$ cat config.mk
export PLATFORM = sky130hd
export DESIGN_NAME = mcycle_unit
export DESIGN_NICKNAME = d
export VERILOG_FILES = /design/src/rtl/mcycle_pkg.sv /design/src/rtl/mcycle_sign_fix.sv /design/src/rtl/mcycle_unit.sv
export SDC_FILE = /design/constraint.sdc
export NUM_CORES = 1
export LEC_CHECK = 0
export ABC_AREA = 1
export CORE_ASPECT_RATIO = 1.1
export CORE_MARGIN = 10
export CORE_UTILIZATION = 45
export DETAILED_ROUTE_END_ITERATION = 6
export PLACE_DENSITY = 0.68
export SKIP_LAST_GASP = 1
export SYNTH_ARGS = -nofsm -noshare
export SYNTH_HDL_FRONTEND = slang
export SYNTH_SLANG_ARGS = --single-unit
$ cat constraint.sdc
create_clock -name CLK -period 8.2 [get_ports CLK]
set_input_delay 1.64 -clock CLK [delete_from_list [all_inputs] [get_ports CLK]]
set_output_delay 1.64 -clock CLK [all_outputs]
set_load 0.03 [all_outputs]
$ cat src/rtl/mcycle_pkg.sv
// Shared definitions for the multi-cycle multiply/divide unit.
package mcycle_pkg;

  localparam int unsigned MCYCLE_WIDTH = 32;

  localparam logic [1:0] OP_SMUL = 2'b00;
  localparam logic [1:0] OP_UMUL = 2'b01;
  localparam logic [1:0] OP_SDIV = 2'b10;
  localparam logic [1:0] OP_UDIV = 2'b11;

  typedef enum logic [1:0] {
    IDLE      = 2'd0,
    COMPUTING = 2'd1,
    DONE      = 2'd2
  } state_t;

endpackage

$ cat src/rtl/mcycle_sign_fix.sv
// Conditional two's-complement negation: magnitude extraction on the way in and
// sign restoration on the way out.
module mcycle_sign_fix #(
  parameter int unsigned W = 32
) (
  input  logic [W-1:0] i_val,
  input  logic         i_neg,
  output logic [W-1:0] o_val
);

  assign o_val = i_neg ? (~i_val + W'(1)) : i_val;

endmodule

$ cat src/rtl/mcycle_unit.sv
// Iterative multiply/divide unit, one bit per cycle, with a combinational Busy stall
// for the program counter.
module mcycle_unit
  import mcycle_pkg::*;
#(
  parameter int unsigned WIDTH = MCYCLE_WIDTH,
  parameter int unsigned CNT_W = 6
) (
  input  logic             CLK,
  input  logic             Reset,
  input  logic             Start,
  input  logic [1:0]       MCycleOp,
  input  logic [WIDTH-1:0] Operand1,
  input  logic [WIDTH-1:0] Operand2,
  output logic [WIDTH-1:0] Result1,
  output logic [WIDTH-1:0] Result2,
  output logic             Busy
);

  state_t             r_state, w_state_nxt;
  logic [CNT_W-1:0]   r_count;
  logic [2*WIDTH-1:0] r_acc;
  logic [WIDTH-1:0]   r_opnd;
  logic [WIDTH-1:0]   r_op1;
  logic               r_is_div, r_neg_lo, r_neg_hi, r_div0;
  logic [WIDTH-1:0]   r_result1, r_result2;

  logic               w_start, w_last, w_is_div, w_is_signed;
  logic [WIDTH-1:0]   w_a_mag, w_b_mag;
  logic [WIDTH:0]     w_sum, w_shift;
  logic [WIDTH-1:0]   w_diff, w_rem_nxt;
  logic               w_q_bit;
  logic [2*WIDTH-1:0] w_acc_nxt, w_fix_full;
  logic [WIDTH-1:0]   w_fix_rem, w_res1, w_res2;

  assign w_is_div    = (MCycleOp == OP_SDIV) || (MCycleOp == OP_UDIV);
  assign w_is_signed = (MCycleOp == OP_SMUL) || (MCycleOp == OP_SDIV);
  assign w_start     = (r_state == IDLE) && Start;
  assign w_last      = (r_count == CNT_W'(WIDTH - 1));

  mcycle_sign_fix #(.W(WIDTH)) u_fix_a (
    .i_val (Operand1),
    .i_neg (w_is_signed & Operand1[WIDTH-1]),
    .o_val (w_a_mag)
  );

  mcycle_sign_fix #(.W(WIDTH)) u_fix_b (
    .i_val (Operand2),
    .i_neg (w_is_signed & Operand2[WIDTH-1]),
    .o_val (w_b_mag)
  );

  // Multiply: acc = {partial product, multiplier}; add on lsb, then shift right.
  assign w_sum = {1'b0, r_acc[2*WIDTH-1:WIDTH]} + (r_acc[0] ? {1'b0, r_opnd} : '0);

  // Divide: acc = {remainder, dividend}; shift left, keep difference if it fits.
  assign w_shift   = {r_acc[2*WIDTH-1:WIDTH], r_acc[WIDTH-1]};
  assign w_q_bit   = (w_shift >= {1'b0, r_opnd});
  assign w_diff    = w_shift[WIDTH-1:0] - r_opnd;
  assign w_rem_nxt = w_q_bit ? w_diff : w_shift[WIDTH-1:0];

  assign w_acc_nxt = r_is_div ? {w_rem_nxt, r_acc[WIDTH-2:0], w_q_bit}
                              : {w_sum, r_acc[WIDTH-1:1]};

  // Negating the full 2*WIDTH value also yields the negated quotient in the low half.
  mcycle_sign_fix #(.W(2 * WIDTH)) u_fix_out (
    .i_val (w_acc_nxt),
    .i_neg (r_neg_lo),
    .o_val (w_fix_full)
  );

  mcycle_sign_fix #(.W(WIDTH)) u_fix_rem (
    .i_val (w_acc_nxt[2*WIDTH-1:WIDTH]),
    .i_neg (r_neg_hi),
    .o_val (w_fix_rem)
  );

  always_comb begin
    w_res1 = w_fix_full[WIDTH-1:0];
    w_res2 = w_fix_full[2*WIDTH-1:WIDTH];
    if (r_is_div && r_div0) begin
      w_res1 = '1;
      w_res2 = r_op1;
    end else if (r_is_div) begin
      w_res2 = w_fix_rem;
    end
  end

  always_ff @(posedge CLK or posedge Reset) begin
    if (Reset) begin
      r_state <= IDLE;
    end else begin
      r_state <= w_state_nxt;
    end
  end

  always_comb begin
    w_state_nxt = r_state;
    Busy        = 1'b0;
    case (r_state)
      IDLE: begin
        if (Start) begin
          w_state_nxt = COMPUTING;
          Busy        = 1'b1;
        end
      end
      COMPUTING: begin
        Busy = 1'b1;
        if (w_last) w_state_nxt = DONE;
      end
      DONE:    w_state_nxt = IDLE;
      default: w_state_nxt = IDLE;
    endcase
  end

  always_ff @(posedge CLK or posedge Reset) begin
    if (Reset) begin
      r_count   <= '0;
      r_acc     <= '0;
      r_opnd    <= '0;
      r_op1     <= '0;
      r_is_div  <= 1'b0;
      r_neg_lo  <= 1'b0;
      r_neg_hi  <= 1'b0;
      r_div0    <= 1'b0;
      r_result1 <= '0;
      r_result2 <= '0;
    end else if (w_start) begin
      r_count  <= '0;
      r_is_div <= w_is_div;
      r_neg_lo <= w_is_signed & (Operand1[WIDTH-1] ^ Operand2[WIDTH-1]);
      r_neg_hi <= w_is_signed & w_is_div & Operand1[WIDTH-1];
      r_div0   <= (Operand2 == '0);
      r_op1    <= Operand1;
      r_opnd   <= w_is_div ? w_b_mag : w_a_mag;
      r_acc    <= {{WIDTH{1'b0}}, (w_is_div ? w_a_mag : w_b_mag)};
    end else if (r_state == COMPUTING) begin
      r_acc   <= w_acc_nxt;
      r_count <= r_count + CNT_W'(1);
      if (w_last) begin
        r_result1 <= w_res1;
        r_result2 <= w_res2;
      end
    end
  end

  assign Result1 = r_result1;
  assign Result2 = r_result2;

endmodule

# == Word level (Yosys, flattened, before mapping) ==
# Index checks and enable logic that the tools add are counted.
# word_totals
rom_bits,0
input_bits,69
mem_bits_rw,0
n_memories,0
latchBits,0
regBits,204
# op_classes
n_lt_le_gt_ge,1
n_reduce_logical,10
n_shift,0
n_eq_ne,6
n_div,0
add_sub_neg,7
n_mux,21
n_bitwise,11
mul,0
# op_table
operator,count
32-bit 2-to-1 mux,10
64-bit 2-to-1 mux,4
"32-bit by 1-bit adder with 32-bit output, second input constant",3
32-bit NOT,3
"64-bit by 1-bit adder with 64-bit output, second input constant",1
64-bit NOT,1
32-bit by 32-bit adder with 33-bit output,1
33-bit by 32-bit greater-or-equal comparator with 1-bit output,1
32-bit logical NOT,1
32-bit subtractor,1
6-bit 2-to-1 mux,2
"6-bit by 1-bit adder with 6-bit output, second input constant",1
"6-bit by 5-bit equality test with 1-bit output, second input constant",1
1-bit bitwise AND,5
"2-bit equality test, second input constant",2
2-bit logical NOT,2
2-bit 2-to-1 mux,2
"2-bit != test, second input constant",2
2-bit one-hot mux with 2 select lines,1
3-bit AND reduction,1
"2-bit by 1-bit equality test with 1-bit output, second input constant",1
1-bit logical AND,2
1-bit logical OR,2
1-bit one-hot mux with 2 select lines,1
5 further kinds,5

# == Logic depth before layout (Yosys ltp) ==
# Gate-level depths: netlist of run 1.
# logic_depth
word_depth,8
depth_mapped,33
ltp_nobuf,32

# == Cells and area by module ==
# A second synthesis of run 1 with hierarchy kept.
# unflattened
cells_unflattened,3497
hier_area_um2,21056.4
# by_module_without_submodules
mod,cells_per_inst,n_inst,seq_area_each_um2,area_per_inst_um2
mcycle_unit,2330,1,5104.9,15368.5
mcycle_sign_fix (u_fix_a ...),227,3,0.0,1108.6
mcycle_sign_fix (u_fix_out),486,1,0.0,2362.3

# == Least setup slack after synthesis of run 1 ==
# Ideal clock, no wire load.
# synth_path
kind,in2out
start,input Start
end,output Busy
required_ns,6.560
path_stages,5
setup_slack_ns,4.034
n_path_buf,1
arrival_time_ns,2.526
path_cell_list,nand3_1 inv_2 nor2_1 inv_2 buf_1
# synth_via
elab_chain_cells,2
# synth_rtl
element,line_no,text
from (decl),mcycle_unit.sv:11,"input logic Start,"
1-bit 2-to-1 mux,mcycle_unit.sv:102,if (Start) begin
1-bit one-hot mux with 2 select lines,mcycle_unit.sv:100,case (r_state)
to (decl),mcycle_unit.sv:17,output logic Busy
# No other way between the ends.

# == Worst setup path in the final report of run 1 ==
# Ends and elaborated chain as after synthesis.

==> results of run 1 <==
[synthesized netlist by cell type, drive strengths merged, types with 5 or more instances]
cell type,n
nor3,38
nand3b,5
o211ai,17
a21oi,139
o32ai,8
a31oi,6
clkbuf,69
or2,18
o22a,6
o22ai,39
xor2,78
o221ai,30
xnor2,17
a22oi,5
dfrtp,204
inv,463
nand3,221
buf,34
o21bai,7
o21a,5
ha,69
nor2,284
clkinv,6
a2bb2oi,10
nand4,73
nand2,809
o21ai,205
[cell families after synthesis]
family / Yosys count / synth area share, %
AOI/OAI and AO/OA: 493 / 15.8
xor gates and xnor gates: 95 / 4.53
adders and majority gates: 71 / 4.92
buffers and inverters: 572 / 12.3
DFF: 204 / 27.8
muxes: 1 / 0.0545
and+or+nand+nor: 1456 / 34.5
[worst max-delay path by stage]
stage	end	slack, ns	startpoint
after floorplan	Result1[0]	0.99	Reset
after global placement	Busy	2.25	Start
after detailed placement	Busy	2.26	Start
after CTS	Busy	2.25	Start
after global routing	Busy	2.12	Start
final	Busy	2.18	Start
[routing by layer]
layer  wire (um)  track usage [%]  share of wire, %  up-vias
met5           0                0                 0        -
met4        4930             17.4               6.1        0
met3        6430             5.56               8.0      167
met2       36000             50.6                45      925
met1       33000             41.0                41     9529
li1            -                -                 -     9527
[state kept, by name, indices dropped and copies added (netlist names)]
register,count
r_div0,1
r_state,2
Result2,32
r_is_div,1
r_opnd,32
r_op1,32
r_acc,64
r_neg_hi,1
Result1,32
r_neg_lo,1
r_count,6
[worst reg2reg max path, delay by kind of cell (launching register included)]
kind	cells	cell delay, ns
AND/OR/NAND/NOR	20	3.22
adder cells (fa/ha/maj)	2	0.69
buffers and inverters	3	0.53
flip-flops	1	0.49
AO/OA/AOI/OAI	2	0.37
[cell usage in the layout (no fill, tap or decap), types with 6 or more instances in the layout]
cell / Yosys / final
nor2_2: 25 / 27
o32ai_1: 8 / 8
clkdlybuf4s50_1: 0 / 133
dfrtp_1: 204 / 203
nand3_2: 15 / 16
nor2_1: 257 / 253
ha_1: 69 / 69
o221ai_1: 30 / 30
nand2_2: 11 / 11
o21bai_1: 7 / 7
nand2_1: 797 / 797
o21ai_0: 169 / 169
o22ai_1: 39 / 39
nor3_1: 34 / 34
xnor2_1: 17 / 17
o211ai_1: 17 / 17
inv_1: 453 / 452
inv_2: 10 / 10
nand4_1: 68 / 68
xor2_1: 78 / 78
a21oi_1: 137 / 137
a2bb2oi_1: 10 / 10
or2_2: 12 / 12
clkbuf_1: 68 / 7
a31oi_1: 6 / 6
buf_4: 1 / 20
clkbuf_16: 0 / 24
nand3_1: 204 / 203
o22a_1: 6 / 6
clkinv_1: 6 / 6
o21ai_1: 31 / 31
[layout make-up]
| cell class | instances | area (um2) | share of cell area (%) |
|---|---|---|---|
| clock buffer | 35 | 682 | 3.28 |
| timing repair buffer | 153 | 1480 | 7.13 |
| tap | 513 | 642 | 3.09 |
| sequential | 204 | 5110 | 24.6 |
| inverter | 469 | 1770 | 8.51 |
| multi-input combinational | 2116 | 11000 | 53.0 |
| clock inverter | 7 | 73.8 | 0.355 |
| antenna | 2 | 5.00 | 0.0241 |
[per-stage QoR]
step | hold WS, ns | utilization, % | instance area, um2 | setup slack (ns) | cells
6_report | 0.476 | 51.6 | 20800 | 2.18 | 3499
5_1_grt | 0.500 | 51.6 | 20800 | 2.12 | 3497
4_1_cts | 0.481 | 51.6 | 20800 | 2.25 | 3497
3_5_place_dp | 0.464 | 49.7 | 20000 | 2.26 | 3455
3_3_place_gp | 0.464 | 49.7 | 20000 | 2.25 | 3455
2_1_floorplan | 0.444 | - | 18400 | 0.993 | 2892
==> impl_metrics.env, run 1 <==
export IMPL_fin_crit_ns=6.02
export IMPL_ctsResizeCount=0
export IMPL_synth_top_area_cell="dfrtp_1"
export IMPL_cp_slowest_stage_delay_ns=0.84
export IMPL_path_delay_family="buffers and inverters"
export IMPL_drt_wl_total_mm=80.3
export IMPL_wl_per_cell_um=23.0
export IMPL_cts_buffers=24
export IMPL_crit_path_end_kind="primary output"
export IMPL_post_cts_buffers=0
export IMPL_max_slew_margin_rel_pct=20.8
export IMPL_vias=20100
export IMPL_synthArstFlopShare_pct=100
export IMPL_start_util_pct=45.6
export IMPL_antenna_found_initial=2
export IMPL_syn_instance_count=2892
export IMPL_path_depth=7
export IMPL_synth_edff_count=0
export IMPL_ios=134
export IMPL_layout_worst_path_cycle_share_pct=73.5
export IMPL_clock_sinks=204
export IMPL_dr_pass1_iters=6
export IMPL_worstHoldStart="Result2[27]"
export IMPL_cts_hold_fix_buffers=0
export IMPL_tightest_slew_ns=1.18
export IMPL_finalMaxSlewViolations=0
export IMPL_synth_seq_cells=204
export IMPL_hold_path_end="Result2[27]"
export IMPL_fin_worst_skew_ns=0.0278
export IMPL_drt_iter0_drc=2036
export IMPL_ys_seq_area_share_pct=27.8
export IMPL_grt_pass1_wl_mm=120
export IMPL_worstPathCellList="clkdlybuf4s50_1 > nand3_2 > inv_2 > nor2_4 > buf_4 > inv_2 > clkdlybuf4s50_1"
export IMPL_crit_path_start_kind="input port"
export IMPL_synth_area_top_cells="dfrtp_1, nand2_1, inv_1"
export IMPL_hold_viol=0
export IMPL_synth_warnings=0
export IMPL_cts_tree="yes"
export IMPL_die_h_um=232
export IMPL_setup_violations=0
export IMPL_path_buf_inv=5
export IMPL_cts_root_buf="clkbuf_16"
export IMPL_rr_endpoint="Result2[26]"
export IMPL_gp_congestion=0.994
export IMPL_r2r_start="r_acc[47]"
export IMPL_max_freq_ghz=0.166
export IMPL_netlist_area_leader_share_pct=27.8
export IMPL_cp_required_ns=6.56
export IMPL_final_fill_count=4164
export IMPL_synthFlopType="dfrtp_1"
export IMPL_grt_remaining_overflow=0
export IMPL_core_area_mm2=0.0403
export IMPL_ant_nets=0
export IMPL_rrSetupSlack_ns=2.83
export IMPL_crit_slowest_cell="clkdlybuf4s50_1"
export IMPL_layout_nets=3108
export IMPL_track_usage_pct=32.1
export IMPL_clock_latency_ns=0.56
export IMPL_grt_setup_unrepaired="no"
export IMPL_vias_per_cell=5.76
export IMPL_clock_path_buffers=3
export IMPL_grt_pass1_vias=19300
export IMPL_min_path_cells=2
export IMPL_htreeDepth=1
export IMPL_syn_nets=3032
export IMPL_maxCapViolations=0
export IMPL_reg2reg_depth=27
export IMPL_setup_tns_ns=0
export IMPL_ys_types=63
export IMPL_syn2layout_area_growth_pct=13.2
export IMPL_synth_area_per_cell_um2=6.35
export IMPL_hp_class="flop to flop"
export IMPL_grt_start_max_net_pins=100
export IMPL_syn_area_mm2=0.0184
export IMPL_drive_above_1_share_pct=5.29
export IMPL_portBuffers=133
export IMPL_outcome="completed"
export IMPL_place_hpwl_mm=64.6
export IMPL_crit_arrival_ns=4.38
export IMPL_drc=0
export IMPL_rows=77
export IMPL_critical_path_class="input port to primary output"
export IMPL_critPathMaxFanout=46
export IMPL_path_clk_slew_ns=0.06
export IMPL_chipWidth_um=213
export IMPL_die_area_mm2=0.0493
Power of run 1 is left out: the tool's default activity adds up to more than one toggle a clock period on the data nets, which glitch-free logic cannot reach.
==> run 2: changes to the inputs <==
--- a/config.mk
+++ b/config.mk
@@ -10,7 +10,7 @@
 export CORE_MARGIN = 10
 export CORE_UTILIZATION = 45
 export DETAILED_ROUTE_END_ITERATION = 6
-export PLACE_DENSITY = 0.68
+export PLACE_DENSITY = 0.7
 export SKIP_LAST_GASP = 1
 export SYNTH_ARGS = -nofsm -noshare
 export SYNTH_HDL_FRONTEND = slang
==> constraint.sdc (replaced) <==
create_clock -name CLK -period 5.52 [get_ports CLK]
set_input_delay 1.104 -clock CLK [delete_from_list [all_inputs] [get_ports CLK]]
set_output_delay 1.104 -clock CLK [all_outputs]
set_load 0.03 [all_outputs]
==> impl_metrics.env, run 2 (synthesized netlist as in run 1, its figures left out) <==
export IMPL_vias=20800
export IMPL_path_delay_family="simple AND/OR/NAND/NOR gates"
export IMPL_layout_commonest_cell="nand2_1"
export IMPL_hp_class="flop to flop"
export IMPL_final_fill_count=4126
export IMPL_hold_path_end="Result2[28]"
export IMPL_rr_endpoint="Result2[26]"
export IMPL_path_buf_inv=0
export IMPL_cts_tree="yes"
export IMPL_chipWidth_um=213
export IMPL_layout_worst_path_cycle_share_pct=90.4
export IMPL_drive_above_1_share_pct=6.28
export IMPL_max_slew_margin_rel_pct=37.7
export IMPL_vias_per_cell=5.90
export IMPL_maxCapViolations=0
export IMPL_rows=77
export IMPL_reg2reg_depth=26
export IMPL_cts_hold_fix_buffers=0
export IMPL_grt_start_max_net_pins=106
export IMPL_track_usage_pct=34.2
export IMPL_start_util_pct=45.6
export IMPL_setup_tns_ns=0
export IMPL_place_hpwl_mm=68.3
export IMPL_r2r_start="r_acc[41]"
export IMPL_grt_setup_unrepaired="no"
export IMPL_max_freq_ghz=0.200
export IMPL_syn2layout_area_growth_pct=15.0
export IMPL_crit_arrival_ns=5.44
export IMPL_die_area_mm2=0.0493
export IMPL_dr_pass1_iters=7
export IMPL_layout_nets=3133
export IMPL_worstHoldStart="Result2[28]"
export IMPL_path_clk_slew_ns=0.06
export IMPL_cp_slowest_stage_delay_ns=0.48
export IMPL_critical_path_class="flop to flop"
export IMPL_grt_pass1_wl_mm=127
export IMPL_largest_reg_flops=64
export IMPL_regMostFlops="r_acc"
export IMPL_min_path_cells=2
export IMPL_finalMaxSlewViolations=0
export IMPL_die_h_um=232
export IMPL_cp_required_ns=5.98
export IMPL_gp_congestion=1.07
export IMPL_drc=0
export IMPL_setup_violations=0
export IMPL_ios=134
export IMPL_rrSetupSlack_ns=0.53
export IMPL_grt_pass1_vias=19600
export IMPL_ctsResizeCount=0
export IMPL_fin_worst_skew_ns=0.0205
export IMPL_critPathLaunch="r_acc[41]"
export IMPL_clock_sinks=204
export IMPL_crit_path_end_kind="flop"
export IMPL_ant_nets=0
export IMPL_outcome="completed"
export IMPL_htreeDepth=1
export IMPL_fin_crit_ns=4.99
export IMPL_drt_wl_total_mm=86.4
export IMPL_drt_iter0_drc=2687
export IMPL_grt_remaining_overflow=0
export IMPL_layout_common_cells="nand2_1, inv_1, nor2_1, dfrtp_1, nand3_1"
export IMPL_clock_path_buffers=3
export IMPL_crit_path_start_kind="flop"
export IMPL_cp_common_cell="nand2_1"
export IMPL_wl_per_cell_um=24.5
export IMPL_core_area_mm2=0.0403
export IMPL_portBuffers=133
export IMPL_cts_buffers=25
export IMPL_clock_latency_ns=0.57
export IMPL_hold_viol=0
export IMPL_cts_root_buf="clkbuf_16"
export IMPL_tightest_slew_ns=0.925
export IMPL_antenna_found_initial=2
export IMPL_post_cts_buffers=0
export IMPL_crit_slowest_cell="dfrtp_1"
export IMPL_critPathMaxFanout=5
[run 2: changes by cell type in the layout (fill, tap and decap cells not counted), sizes merged]
cell	delta
buf	+25
bufinv	+3
clkbuf	-1
clkdlybuf4s50	-1
clkinv	-1
clkinvlp	+1
[run 2: worst max path at each step]
| stage | end | cells after the start | slack [ns] |
|---|---|---|---|
| global placement | r_opnd[24] | 14 | 0.81 |
| CTS | Result2[26] | 26 | 0.77 |
| floorplan | Result1[0] | 1 | 1.77 |
| detailed placement | r_opnd[24] | 14 | 0.74 |
| finish | Result2[26] | 26 | 0.53 |
| global route | Result2[16] | 28 | 0.32 |
[run 2: layer usage]
layer / vias to the layer above / global-route usage, % / part of all wire (%)
li1: 9575 / - / -
met1: 9882 / 43.9 / 40
met2: 1122 / 53.7 / 45
met3: 206 / 4.95 / 8.2
met4: 2 / 20.3 / 6.7
met5: - / 0 / 0.027
[run 2: per-stage QoR]
stage          hold slack [ns]  worst slack [ns]  cell area [um2]  cells  util (%)
3_3_place_gp             0.463             0.808            20200   3479      50.2
4_1_cts                  0.481             0.769            21100   3523      52.4
3_5_place_dp             0.464             0.744            20200   3479      50.2
5_1_grt                  0.511             0.322            21100   3523      52.4
2_1_floorplan            0.444              1.77            18400   2892         -
6_report                 0.476             0.531            21100   3525      52.4
[run 2: worst reg2reg max path, stage by stage, from the launching register on]
cell	delay, ns
dfrtp_1	0.48
ha_1	0.40
nand2_1	0.17
nor2_4	0.06
nand2_1	0.12
nor2_2	0.05
nand3b_1	0.11
nand2_1	0.07
nor2_2	0.15
nand3_1	0.25
nand2_1	0.26
ha_1	0.23
nand3_1	0.18
nor4_2	0.35
nand2_1	0.13
nor2_1	0.25
nand3_1	0.22
nor2_1	0.20
nand4_1	0.23
nor2_1	0.29
nand2_1	0.09
o21ai_1	0.15
nand2_1	0.08
nand3_1	0.12
nand3_1	0.08
nand2_1	0.09
nand2_1	0.05
[run 2: final cells by class]
type	count	area (um2)	share of cell area, %
repair buffers	177	1680	7.98
multi-input cells	2116	11000	52.2
clock buffers	34	719	3.41
clock inverters	10	171	0.812
diodes	2	5.00	0.0237
inverters	469	1760	8.36
well taps	513	642	3.04
flip-flops and latches	204	5110	24.2
Power of run 2 is left out for the same reason.
==> run 3: changes to the inputs <==
--- a/config.mk
+++ b/config.mk
@@ -10,6 +10,7 @@
 export CORE_MARGIN = 10
 export CORE_UTILIZATION = 45
 export DETAILED_ROUTE_END_ITERATION = 6
+export GPL_TIMING_DRIVEN = 0
 export PLACE_DENSITY = 0.7
 export SKIP_LAST_GASP = 1
 export SYNTH_ARGS = -nofsm -noshare
==> impl_metrics.env, run 3 (synthesized netlist as in run 1, its figures left out) <==
export IMPL_outcome="completed"
export IMPL_r2r_start="r_opnd[26]"
export IMPL_drt_iter0_drc=2855
export IMPL_grt_start_max_net_pins=46
export IMPL_regArea_mm2=0.00510
export IMPL_grt_remaining_overflow=0
export IMPL_reg2reg_depth=30
export IMPL_cts_root_buf="clkbuf_16"
export IMPL_antenna_found_initial=0
export IMPL_multi_input_area_mm2=0.0110
export IMPL_hold_path_end="Result2[19]"
export IMPL_crit_arrival_ns=4.15
export IMPL_vias_per_cell=5.86
export IMPL_rrSetupSlack_ns=0.30
export IMPL_portBuffers=133
export IMPL_layout_commonest_cell="nand2_1"
export IMPL_min_path_cells=2
export IMPL_post_cts_buffers=0
export IMPL_ios=134
export IMPL_drive_above_1_share_pct=5.91
export IMPL_clock_path_buffers=3
export IMPL_crit_path_start_kind="input port"
export IMPL_worstHoldStart="Result2[19]"
export IMPL_chipWidth_um=213
export IMPL_tightest_slew_ns=1.09
export IMPL_path_clk_slew_ns=0.06
export IMPL_hp_class="flop to flop"
export IMPL_fin_worst_skew_ns=0.0337
export IMPL_cp_required_ns=4.42
export IMPL_vias=21000
export IMPL_crit_path_end_kind="primary output"
export IMPL_maxCapViolations=0
export IMPL_utilization_pct=53.0
export IMPL_cts_buffers=26
export IMPL_layout_common_cells="nand2_1, inv_1, nor2_1, dfrtp_1, nand3_1"
export IMPL_wl_per_cell_um=24.6
export IMPL_clock_sinks=204
export IMPL_core_area_mm2=0.0403
export IMPL_layout_worst_path_cycle_share_pct=95.1
export IMPL_layout_nets=3198
export IMPL_start_util_pct=45.6
export IMPL_syn2layout_area_growth_pct=16.4
export IMPL_ant_nets=0
export IMPL_max_freq_ghz=0.191
export IMPL_rows=77
export IMPL_fin_crit_ns=5.25
export IMPL_die_area_mm2=0.0493
export IMPL_track_usage_pct=34.9
export IMPL_drt_wl_total_mm=88.5
export IMPL_gp_congestion=1.06
export IMPL_regMostFlops="r_acc"
export IMPL_setup_violations=0
export IMPL_final_fill_count=4113
export IMPL_die_h_um=232
export IMPL_grt_pass1_vias=19600
export IMPL_hold_viol=0
export IMPL_cts_tree="yes"
export IMPL_setup_tns_ns=0
export IMPL_largest_reg_flops=64
export IMPL_critical_path_class="input port to primary output"
export IMPL_grt_pass1_wl_mm=128
export IMPL_diodes=0
export IMPL_htreeDepth=1
export IMPL_finalMaxSlewViolations=0
export IMPL_max_slew_margin_rel_pct=26.2
export IMPL_dr_pass1_iters=6
export IMPL_drc=0
export IMPL_critPathMaxFanout=10
export IMPL_place_hpwl_mm=73.7
export IMPL_rr_endpoint="Result2[12]"
export IMPL_clock_latency_ns=0.58
==> run 3: repair_timing <==
item	in CTS	in global routing
resized for setup	0	6
hold buffers	0	0
endpoints found under the setup margin	0	17
==> run 3: worst max-delay path by stage <==
stage | endpoint | from | slack (ns) | cells past startpoint
after floorplan | Result1[0] | Reset | 1.77 | 1
after global placement | Result2[12] | r_opnd[26] | 0.23 | 30
after detailed placement | Result2[12] | r_opnd[26] | 0.22 | 30
after CTS | Result2[12] | r_opnd[26] | 0.22 | 30
after global routing | Result2[12] | r_opnd[26] | -0.02 | 30
final | Busy | Start | 0.27 | 7
==> run 3: metrics by stage <==
| step | hold slack, ns | instances | setup slack (ns) | cell area, um2 |
|---|---|---|---|---|
| 6_report | 0.481 | 3590 | 0.271 | 21400 |
| 5_1_grt | 0.504 | 3590 | -0.0226 | 21400 |
| 3_5_place_dp | 0.473 | 3543 | 0.223 | 20400 |
| 3_3_place_gp | 0.466 | 3538 | 0.234 | 20300 |
| 4_1_cts | 0.487 | 3590 | 0.224 | 21300 |
| 2_1_floorplan | 0.444 | 2892 | 1.77 | 18400 |
==> run 3: metal layers <==
metal	global-route usage [%]	vias to the layer above	routed length, um	share of wire [%]
li1	-	9708	-	-
met1	43.2	9800	34000	38
met2	54.5	1242	38800	44
met3	5.74	278	8160	9.2
met4	24.7	0	7500	8.5
met5	0	-	0	0
==> run 3: layout make-up <==
type                       count  area share, %
buffer                       103           2.36
clock buffer                  32           3.43
clock inverter                15          0.838
inverter                     469           8.26
multi-input combinational   2116           51.5
sequential                   204           23.9
tap                          513           3.01
timing repair buffer         138           6.70
==> run 3: critical path: stages <==
cell and delay (ns):
clkdlybuf4s50_1 0.55, nand3_1 0.23, inv_2 0.25, nor2_1 0.10, inv_2 0.22, buf_1 0.84, clkdlybuf4s50_1 0.84
Power of run 3 is left out for the same reason.
